### src/rtl/bus_transfer_ctrl.sv
// Bus transfer sequencer: drives one source register onto the shared bus, then strobes
// one destination register. Optional macro XFER_COUNT_EN adds an 8-bit completed-transfer counter.
module bus_transfer_ctrl #(
  parameter int unsigned SETTLE_CYCLES = 1
) (
  input  logic       clk,
  input  logic       rst_n,
  input  logic       req,
  input  logic [1:0] src_sel,
  input  logic [1:0] dst_sel,
  input  logic [3:0] bus_in,
  output logic [3:0] src_en,
  output logic [3:0] dst_wr,
  output logic       busy,
  output logic       done,
  output logic       err,
  output logic [3:0] last_data
`ifdef XFER_COUNT_EN
  ,
  output logic [7:0] xfer_count
`endif
);

  typedef enum logic [1:0] {IDLE, SETTLE, WRITE, HOLD} state_t;

  localparam logic [3:0] SETTLE_INIT = 4'(SETTLE_CYCLES);

  state_t     state;
  logic [1:0] dst_q;
  logic [3:0] settle_cnt;

  function automatic logic [3:0] onehot(input logic [1:0] idx);
    return 4'b0001 << idx;
  endfunction

  // NOTE: every register here is assigned with <= so that all state updates on an edge
  // see the pre-edge values; blocking assignments would make the outcome order-dependent.
  always_ff @(posedge clk or negedge rst_n) begin
    if (!rst_n) begin
      state      <= IDLE;
      dst_q      <= '0;
      settle_cnt <= '0;
      src_en     <= '0;
      dst_wr     <= '0;
      busy       <= 1'b0;
      done       <= 1'b0;
      err        <= 1'b0;
      last_data  <= '0;
`ifdef XFER_COUNT_EN
      xfer_count <= '0;
`endif
    end else begin
      done <= 1'b0;
      err  <= 1'b0;
      unique case (state)
        IDLE: begin
          if (req) begin
            if (src_sel != dst_sel) begin
              // src_en itself holds the latched source for the whole transfer
              src_en     <= onehot(src_sel);
              dst_q      <= dst_sel;
              settle_cnt <= SETTLE_INIT;
              busy       <= 1'b1;
              state      <= SETTLE;
            end else begin
              err <= 1'b1;
            end
          end
        end
        SETTLE: begin
          settle_cnt <= settle_cnt - 4'd1;
          if (settle_cnt == 4'd1) begin
            dst_wr <= onehot(dst_q);
            state  <= WRITE;
          end
        end
        WRITE: begin
          last_data <= bus_in;
          dst_wr    <= '0;
          state     <= HOLD;
        end
        HOLD: begin
          // Source stays enabled through HOLD so the destination latch closes on stable data
          src_en <= '0;
          busy   <= 1'b0;
          done   <= 1'b1;
          state  <= IDLE;
`ifdef XFER_COUNT_EN
          xfer_count <= xfer_count + 8'd1;
`endif
        end
        default: state <= IDLE;
      endcase
    end
  end

endmodule
### config.mk
export PLATFORM = sky130hd
export DESIGN_NAME = bus_transfer_ctrl
export DESIGN_NICKNAME = d
export VERILOG_FILES = /design/src/rtl/bus_transfer_ctrl.sv
export SDC_FILE = /design/constraint.sdc
export NUM_CORES = 1
export LEC_CHECK = 0
export CAP_MARGIN = 20
export CORE_ASPECT_RATIO = 1.1
export CORE_MARGIN = 1
export CORE_UTILIZATION = 30
export CTS_BUF_LIST = sky130_fd_sc_hd__clkbuf_4 sky130_fd_sc_hd__clkbuf_8
export CTS_CLUSTER_DIAMETER = 120
export CTS_CLUSTER_SIZE = 28
export DETAILED_ROUTE_END_ITERATION = 6
export HOLD_SLACK_MARGIN = 0.02
export SYNTH_ARGS = -nofsm -noshare
export SYNTH_HDL_FRONTEND = slang
export SYNTH_SLANG_ARGS = --single-unit
### constraint.sdc
create_clock -name clk -period 1.92 [get_ports clk]
set_clock_uncertainty 0.1 [all_clocks]
set_input_delay 0.48 -clock clk [delete_from_list [all_inputs] [get_ports clk]]
set_output_delay 0.48 -clock clk [all_outputs]
set_load 0.01 [all_outputs]
==> results of run 1 <==
registers in the layout, summed over array words and instances, names as in the netlist, 2 cells and up:
register,flops
settle_cnt,4
dst_q,2
state,2
last_data,4
src_en,4
dst_wr,4
power breakdown:
part	total, mW	internal [mW]	switching, mW
sequential	0.844	0.692	0.151
combinational	1.26	0.693	0.571
clock	0.298	0.145	0.154
synthesized netlist by cell type (all sizes together):
cell type and number:
inv 9, a21oi 4, o41ai 4, o21ai 5
buf 2, nand2 9, ha 7, nand3 2
a21o 1, clkbuf 2, nor4 1, nor2 5
mux2 7, mux2i 3, o211ai 5, a221o 1
and3b 1, a21boi 1, a311o 1, xor2 2
nor3b 1, nor3 1, nand3b 1, a32o 1
dfrtp 23, o21bai 1, o31ai 1, a31oi 1
nor2b 1
stage by stage:
step / power, mW / area (um2) / cells / hold WS (ps)
after floorplan: 1.56 / 1160 / 103 / 84.4
after CTS: 2.43 / 1590 / 191 / 394
after detailed placement: 2.11 / 1540 / 187 / 370
after global placement: 2.08 / 1540 / 187 / 369
after global routing: 2.62 / 1590 / 191 / 432
final: 2.41 / 1590 / 191 / 388
critical path: cells and delay by family:
| kind | cells | cell delay, ps |
|---|---|---|
| buffers and inverters | 2 | 610 |
| xor gates and xnor gates | 1 | 220 |
| AOI/OAI and AO/OA | 3 | 620 |
cell type report:
cell class,instances,area [um2]
repair buffers,38,348
inverters,9,33.8
well taps,50,62.6
clock inverters,1,5.00
clock buffers,3,41.3
multi-input cells,67,526
flip-flops and latches,23,576
fillers,356,2060
final timing paths:
kind / from / end / slack [ps]
min in group asynchronous: rst_n / dst_wr[1] / 460
hold reg to reg: dst_wr[1] / dst_wr[1] / 390
setup / recovery: src_sel[1] / settle_cnt[3] / 30
setup reg to reg: state[0] / src_en[0] / 150
max in group asynchronous: rst_n / settle_cnt[1] / 1030
hold / removal: dst_wr[1] / dst_wr[1] / 390
per-layer routing:
| metal | GRT usage, % | share of wire (%) | vias to the layer above |
|---|---|---|---|
| met5 | 0 | 0 | - |
| li1 | - | - | 441 |
| met3 | 3.07 | 3.7 | 0 |
| met2 | 23.2 | 52 | 19 |
| met1 | 15.8 | 44 | 437 |
| met4 | 2.56 | 0 | 0 |
kinds of logic after synthesis:
logic type	after synthesis	synth area share (%)
AOI/OAI and AO/OA	26	16.3
DFF	23	49.7
and+or+nand+nor	22	8.96
buffers and inverters	13	5.29
muxes	10	9.40
adders and majority gates	7	7.56
xor gates and xnor gates	2	2.81
layout by cell type (no fill, tap or decap):
cell             netlist  routed
ha_1                   7       7
o21ai_2                1       1
a32o_1                 1       1
o21bai_1               1       1
inv_1                  9       9
nand3_1                2       2
nand3b_1               1       1
a311o_2                1       1
xor2_2                 2       2
a21oi_1                4       3
clkdlybuf4s50_1        0      25
clkbuf_8               1       3
nor4_1                 1       1
nor2_1                 5       5
mux2i_1                3       3
o41ai_1                4       4
dfrtp_1               23      23
clkinv_2               0       1
a31oi_1                1       1
buf_4                  0      13
o211ai_1               5       5
o21ai_0                4       4
a21o_1                 1       1
a21oi_2                0       1
o31ai_1                1       1
nor2b_1                1       1
nand2_1                9       9
mux2_2                 7       7
nor3_1                 1       1
a21boi_0               1       1
nor3b_1                1       1
and3b_1                1       1
a221o_1                1       1
==> results_dict.tcl, run 1 <==
set metrics [dict create \
    status "finished clean" \
    seq_area_frac_synth_pct 49.7 \
    max_stage_delay_ps 470 \
    h-tree-depth 1 \
    leakage_nw 0.711 \
    io_buffer_count 25 \
    synthTopCellsByArea "dfrtp_1 50%, ha_1 7.6%, mux2_2 6.8%, o211ai_1 3.2%, o41ai_1 3.0%" \
    setup_viol 0 \
    r2r_cells 6 \
    cp_cell_sequence "clkdlybuf4s50_1 -> xor2_2 -> buf_4 -> o211ai_1 -> a21boi_0 -> a311o_2" \
    peakVddDrop_mv 0.686 \
    finalCriticalPeriod_ps 1890 \
    fin_setup_tns_ps 0 \
    dr.pass1.iters 4 \
    worstPathRequired_ps 1970 \
    slew_violations 0 \
    slew_headroom_pct 74.5 \
    synth_top_area_cell "dfrtp_1" \
    tightest_slew_ps 378 \
    finalCritPeriodShare_pct 98.3 \
    place_congestion 0.729 \
    vias_per_cell 4.70 \
    path_clk_slew_ps 90 \
    dp_slack_ps -252 \
    layout-drive-gt1-share_pct 20.6 \
    num_vias 897 \
    postRouteAntennaNets 0 \
    postCtsSetupBuffers 0 \
    routedWlPerCell_um 12.1 \
    ctsHoldBuffers 0 \
    synth_area_mm2 0.00116 \
    grt_max_degree 24 \
    cts_tree "yes" \
    grt_overflow_total 0 \
    grt_pass1_vias 918 \
    initial_core_util_pct 31.7 \
    cts_buffer_depth 2 \
    hpwlAfterDp_mm 1.75 \
    fp.dieArea_mm2 0.00412 \
    syn-num-nets 121 \
    antenna_found_initial 0 \
    fmax_mhz 530 \
    avgSynthCellArea_um2 11.2 \
    groute.usage.overall_pct 13.0 \
    slowest_stage "clkdlybuf4s50_1" \
    core_area_mm2 0.00365 \
    drc_errors 0 \
    root_buffer "clkbuf_8" \
    grt_pass1_wl_mm 4.02 \
    cts_buffers 3 \
    synth_cells 103 \
    rsz0062_at_grt "yes" \
    antennaDiodeCount 0 \
    post_cts_resized 0 \
    path_max_fanout 3 \
    synth.distinct_cells 31 \
    synthToLayoutAreaGrowth_pct 37.4 \
    critPathLaunchType "input pin" \
    synth_top_area_share_pct 49.7 \
    rows 23 \
    drt_wl_total_mm 2.32 \
    clock_sinks 23 \
    synth.yosys.warnings 0 \
    io_pins 26 \
    hold_depth 2 \
    cp.arrival_ps 1940 \
    insertion_delay_ps 260 \
    synth-seq-cells 23 \
    p_per_area_mw_per_mm2 1510 \
    post-route-util_pct 43.5 \
    hold_class "flop to flop" \
    final_hold_viol_count 0 \
    nets 160 \
    maxCapViolations 0 \
    worst-setup-path-type "input pin to flop" \
    drt_iter0_drc 12 \
    critPathCaptureType "flop" \
    dieHeight_um 67.2 \
    setup_ws_ps 33.0 \
    fp.dieW_um 61.3 \
]
(Power assumes the default switching activity.)
==> inputs of run 2 (changes only) <==
--- a/config.mk
+++ b/config.mk
@@ -14,6 +14,7 @@
 export CTS_CLUSTER_SIZE = 28
 export DETAILED_ROUTE_END_ITERATION = 6
 export HOLD_SLACK_MARGIN = 0.02
+export SKIP_LAST_GASP = 1
 export SYNTH_ARGS = -nofsm -noshare
 export SYNTH_HDL_FRONTEND = slang
 export SYNTH_SLANG_ARGS = --single-unit
==> results of run 2 <==
The final DEF is identical to that of run 1; final timing and power are the same.
==> RTL edit 1: new RTL, flow settings as in run 1 <==
Encoding of `state_t`: now one-hot (4 bits for 4 states).
--- a/src/rtl/bus_transfer_ctrl.sv
+++ b/src/rtl/bus_transfer_ctrl.sv
@@ -21,7 +21,7 @@
 `endif
 );
 
-  typedef enum logic [1:0] {IDLE, SETTLE, WRITE, HOLD} state_t;
+  typedef enum logic [3:0] {IDLE = 4'b0001, SETTLE = 4'b0010, WRITE = 4'b0100, HOLD = 4'b1000} state_t;
 
   localparam logic [3:0] SETTLE_INIT = 4'(SETTLE_CYCLES);
 
Formal check against the unedited RTL: no difference found for any inputs over 10 cycles, from zero or initial values and one cycle with rst_n low; not proved beyond that.
==> RTL edit 1 against run 1 <==
  * Hold slack improved by 0.0059 ns
  * Register-to-register slack got worse by 0.04 ns
  * Synthesized area decreased by 3.0%
  * Sequential cell count increased by 2
  * Power decreased by 24%
  * Wire length decreased by 6.0%
  * Largest cell class unchanged
  * Sequential power increased by 0.6%
  * Global-route usage decreased by 0.71 points
  * Highest routed layer is now met4
  * Via count decreased by 5.9%
  * Cell area decreased by 6.7%
  * Non-clock buffer count decreased by 7
  * Worst setup slack improved by 0.074 ns
==> RTL edit 1: results <==
outcome:
  status: "completed"
grt:
  first_global_vias: 884
  gr-usage-met3_pct: 1.96
  grt_use_met1_pct: 14.4
  grt_util_all_layers_pct: 12.3
  grt_max_degree: 26
  grt_pass1_wl_mm: 3.69
  grtUsageMet2_pct: 22.1
logic_synthesis:
  yosys-top-cells-area: "dfrtp_1, nand2_1, mux2i_1, or4b_1, dfstp_2"
  synthAdderAreaFrac_pct: 2.23
  synth-xor-area-share_pct: 1.56
  async_reset_ff_share_pct: 100
  synth_compound_area_share_pct: 5.68
  ys_warn_count: 0
  synth_common_cells: "nand2_1, dfrtp_1, mux2i_1"
  synth_ff_type: "dfrtp_1"
  synth_edf_count: 0
  syn_nets: 118
  synth_mux_area_share_pct: 9.13
  synth_cell_types: 30
  seq_area_frac_synth_pct: 55.8
place:
  io_buffer_count: 25
  gp_congestion: 0.685
  dp_hpwl_mm: 1.66
final_layout:
  multi_input_area_um2: 450
  nNonClkBuffers: 31
  fill_cells: 365
  layout.nonclk_buf_share_pct: 19.9
  regArea_um2: 627
  nets: 150
  num-multi-input-gates: 70
  clk_share_pct: 2.02
  drive_gt1_share_pct: 12.5
  insertedDiodeCount: 0
  nonClockInverterCount: 6
cts:
  cts_resized: 0
  clk_pin_slew_ns: 0.14
  clk-insertion-delay-late_ns: 0.31
  cts-root-buf: "clkbuf_4"
  clock-sinks: 25
  post_cts_buffers: 0
route:
  maxUsedRoutingLayer: "met4"
  wl_met3_um: 60
  wl_met2_mm: 1.18
  wl_mm: 2.18
  drtIter0Drc: 20
  drcViolationCount: 0
  met1_length_um: 920
  avgViaCountPerCell: 4.59
sta:
  hold_viol_final: 0
  worst_pin_slew_ns: 0.334
critical_path:
  crit_slowest_cell: "clkdlybuf4s50_1"
  cp_top_family: "buffers and inverters"
  crit_fanout: 2
  slowest_delay_ns: 0.54
  cp.arrival_ns: 1.23
power:
  swShare_pct: 33.5
  ir_drop_v: 0.000467
  p_leak_uw: 0.000718
worst_hold_path:
  hold_class: "reg -> reg"
RTL edit 1: cell types whose count changed after synthesis, moves of 3 or more:
cell | run 1 | this run
a21oi_1 | 4 | 0
ha_1 | 7 | 2
inv_1 | 9 | 5
mux2_2 | 7 | 2
mux2i_1 | 3 | 8
nand2_1 | 9 | 28
nand2b_1 | 0 | 4
nor2_1 | 5 | 1
o211ai_1 | 5 | 1
o41ai_1 | 4 | 0
or4b_1 | 0 | 3
RTL edit 1: power groups by stage:
stage	Clock (uW)	Combinational, uW	Sequential, uW
3_5_place_dp	0	755	862
6_report	238	743	849
5_1_grt	272	817	876
4_1_cts	255	760	852
2_1_floorplan	0	366	880
3_3_place_gp	0	736	854
RTL edit 1: path summary, 6_finish.rpt:
| check | from | endpoint | slack (ns) | depth (start not counted) |
|---|---|---|---|---|
| max | last_data[1]$_DFFE_PN0N_ | last_data[1] | 0.11 | 1 |
| min | last_data[3]$_DFFE_PN0N_ | last_data[3]$_DFFE_PN0N_ | 0.39 | 2 |
| max reg2reg | state[3]$_DFFE_PN0P_ | settle_cnt[3]$_DFFE_PN0P_ | 0.11 | 3 |
| min reg2reg | last_data[3]$_DFFE_PN0N_ | last_data[3]$_DFFE_PN0N_ | 0.39 | 2 |
| max in group asynchronous | rst_n | state[0]$_DFFE_PN1P_ | 1.03 | 2 |
| min in group asynchronous | rst_n | dst_wr[3]$_DFFE_PN0P_ | 0.40 | 2 |
RTL edit 1: stage by stage:
step / power (uW) / std cells / instance area, um2 / setup slack (ns)
floorplan: 1250 / 105 / 1120 / 0.182
global placement: 1590 / 180 / 1460 / -0.116
detailed placement: 1620 / 180 / 1460 / -0.135
CTS: 1870 / 184 / 1490 / 0.0699
global route: 1970 / 184 / 1490 / 0.0282
finish: 1830 / 184 / 1490 / 0.107
==> RTL edit 2: new RTL, flow settings as in run 1 <==
Made on the original files. The option `XFER_COUNT_EN` is turned on by a define.
--- a/src/rtl/bus_transfer_ctrl.sv
+++ b/src/rtl/bus_transfer_ctrl.sv
@@ -1,5 +1,7 @@
 // Bus transfer sequencer: drives one source register onto the shared bus, then strobes
 // one destination register. Optional macro XFER_COUNT_EN adds an 8-bit completed-transfer counter.
+`define XFER_COUNT_EN
+
 module bus_transfer_ctrl #(
   parameter int unsigned SETTLE_CYCLES = 1
 ) (
Function (old outputs only; new: xfer_count): kept (Yosys induction, for registers that start in step).
==> RTL edit 2 against run 1 <==
  * Die area grew 27%
  * Critical endpoint is now xfer_count[0]
  * Hold slack gained 0.0032 ns
  * Synthesized area grew 28%
  * Worst setup slack gained 0.018 ns
  * Non-clock buffer count grew 10
  * Sequential power grew 37%
  * Global-route usage grew 1.3 points
  * Cell area grew 32%
  * Sequential cell count grew 8
  * Highest routed layer is now met4
  * Wire length grew 42%
  * Power grew 33%
  * Critical path type is now reg -> out
==> RTL edit 2: results <==
route:
  drt_pass1_iterations: 4
  avgViaCountPerCell: 4.83
  detail_route.wl_per_cell_um: 13.8
  drtIter0Drc: 28
critical_path:
  slowest_delay_ns: 0.57
  crit_fanout: 5
  r2r_cells: 6
  cp.arrival_ns: 1.29
  cp_top_family: "buffers and inverters"
  crit_slowest_cell: "clkdlybuf4s50_1"
final_layout:
  fill_cells: 450
  regMostFlops: "xfer_count"
  nets: 199
  drive_gt1_share_pct: 20.4
  insertedDiodeCount: 0
  final_util_pct: 44.8
  largest_register_ffs: 8
logic_synthesis:
  synth_cell_types: 37
  synth_ff_type: "dfrtp_1"
  synth_common_cells: "dfrtp_1, nand2_1, inv_1"
  ys_warn_count: 0
  yosys-top-cells-area: "dfrtp_1, ha_1, mux2_2, xnor2_1, nand2_1"
  seq_area_frac_synth_pct: 52.5
  syn_nets: 148
  async_reset_ff_share_pct: 100
grt:
  first_global_vias: 1215
  grt_pass1_wl_mm: 5.38
  grt_max_degree: 32
  grt_util_all_layers_pct: 14.3
  antenna_found_initial: 0
place:
  dp_hpwl_mm: 2.43
  io_buffer_count: 33
  gp_congestion: 0.769
  dpl_worst_slack_ns: -0.363
  dpl_cell_area_um2: 1970
sta:
  worst_pin_slew_ns: 0.445
  setup_viol: 0
power:
  p_leak_uw: 0.000969
  ir_drop_v: 0.000705
  swShare_pct: 35.5
cts:
  cts.path.max_buffers: 2
  cts-root-buf: "clkbuf_8"
  cts_buffers: 5
  htree_num_levels: 2
  clk_pin_slew_ns: 0.06
  clk-insertion-delay-late_ns: 0.28
worst_hold_path:
  hold_class: "reg -> reg"
  holdPathStages: 1
outcome:
  status: "completed"
floorplan:
  core_um2: 4680
-- RTL edit 2: changes by cell type after synthesis, sizes merged, moves of 3 or more --
cell	change
dfrtp	+8
xnor2	+5
nor2	+4
o211ai	-3
xor2	+3
-- RTL edit 2: cells by family after synthesis --
logic type / after synthesis / share of synthesized area (%)
buf+inv: 13 / 3.30
simple gates: 34 / 11.1
flops: 31 / 52.5
fa+ha+maj: 8 / 6.77
mux: 10 / 7.36
xor+xnor: 10 / 6.43
compound gates: 23 / 12.6
-- RTL edit 2: per-layer routing --
metal | part of all wire (%) | wire (um) | GRT usage (%) | vias to the layer above
met5 | 0 | 0 | 0 | -
met4 | 2.6 | 84 | 7.03 | 0
met3 | 4.2 | 139 | 4.19 | 7
met2 | 52 | 1720 | 26.1 | 30
met1 | 41 | 1340 | 14.7 | 557
li1 | - | - | - | 551
-- RTL edit 2: path summary, 6_finish.rpt --
kind	slack, ns	to	start
max	0.05	xfer_count[0]	xfer_count[0]$_DFFE_PN0P_
min	0.39	xfer_count[7]$_DFFE_PN0P_	xfer_count[7]$_DFFE_PN0P_
max reg2reg	0.18	dst_wr[0]$_DFFE_PN0P_	settle_cnt[1]$_DFFE_PN0P_
min reg2reg	0.39	xfer_count[7]$_DFFE_PN0P_	xfer_count[7]$_DFFE_PN0P_
max in group asynchronous	0.90	xfer_count[2]$_DFFE_PN0P_	rst_n
min in group asynchronous	0.50	xfer_count[4]$_DFFE_PN0P_	rst_n
-- RTL edit 2: power by group through the flow --
| stage | clock, uW | sequential [uW] | combinational (uW) |
|---|---|---|---|
| after global routing | 625 | 1200 | 1610 |
| after detailed placement | 0 | 1160 | 1480 |
| after global placement | 0 | 1150 | 1430 |
| final | 587 | 1160 | 1470 |
| after floorplan | 0 | 1200 | 739 |
| after CTS | 602 | 1160 | 1480 |
-- RTL edit 2: repair_timing --
item | CTS | global route
hold endpoints to repair | 0 | 0
cloned | 0 | 0
buffers inserted | 0 | 1
pin swaps | 0 | 2
hold buffers | 0 | 0
resized for setup | 1 | 5
setup endpoints to repair | 3 | 5
-- RTL edit 2: final cells by class --
class | count | area share (%)
clock buffers | 8 | 4.95
well taps | 56 | 3.34
inverters | 9 | 1.61
flip-flops and latches | 31 | 37.0
repair buffers | 48 | 21.6
multi-input cells | 85 | 31.5
-- RTL edit 2: metrics by stage --
stage,TNS (ns),instances
floorplan,0,129
global placement,-2.03,228
detailed placement,-2.91,228
CTS,0,236
global route,0,237
finish,0,237
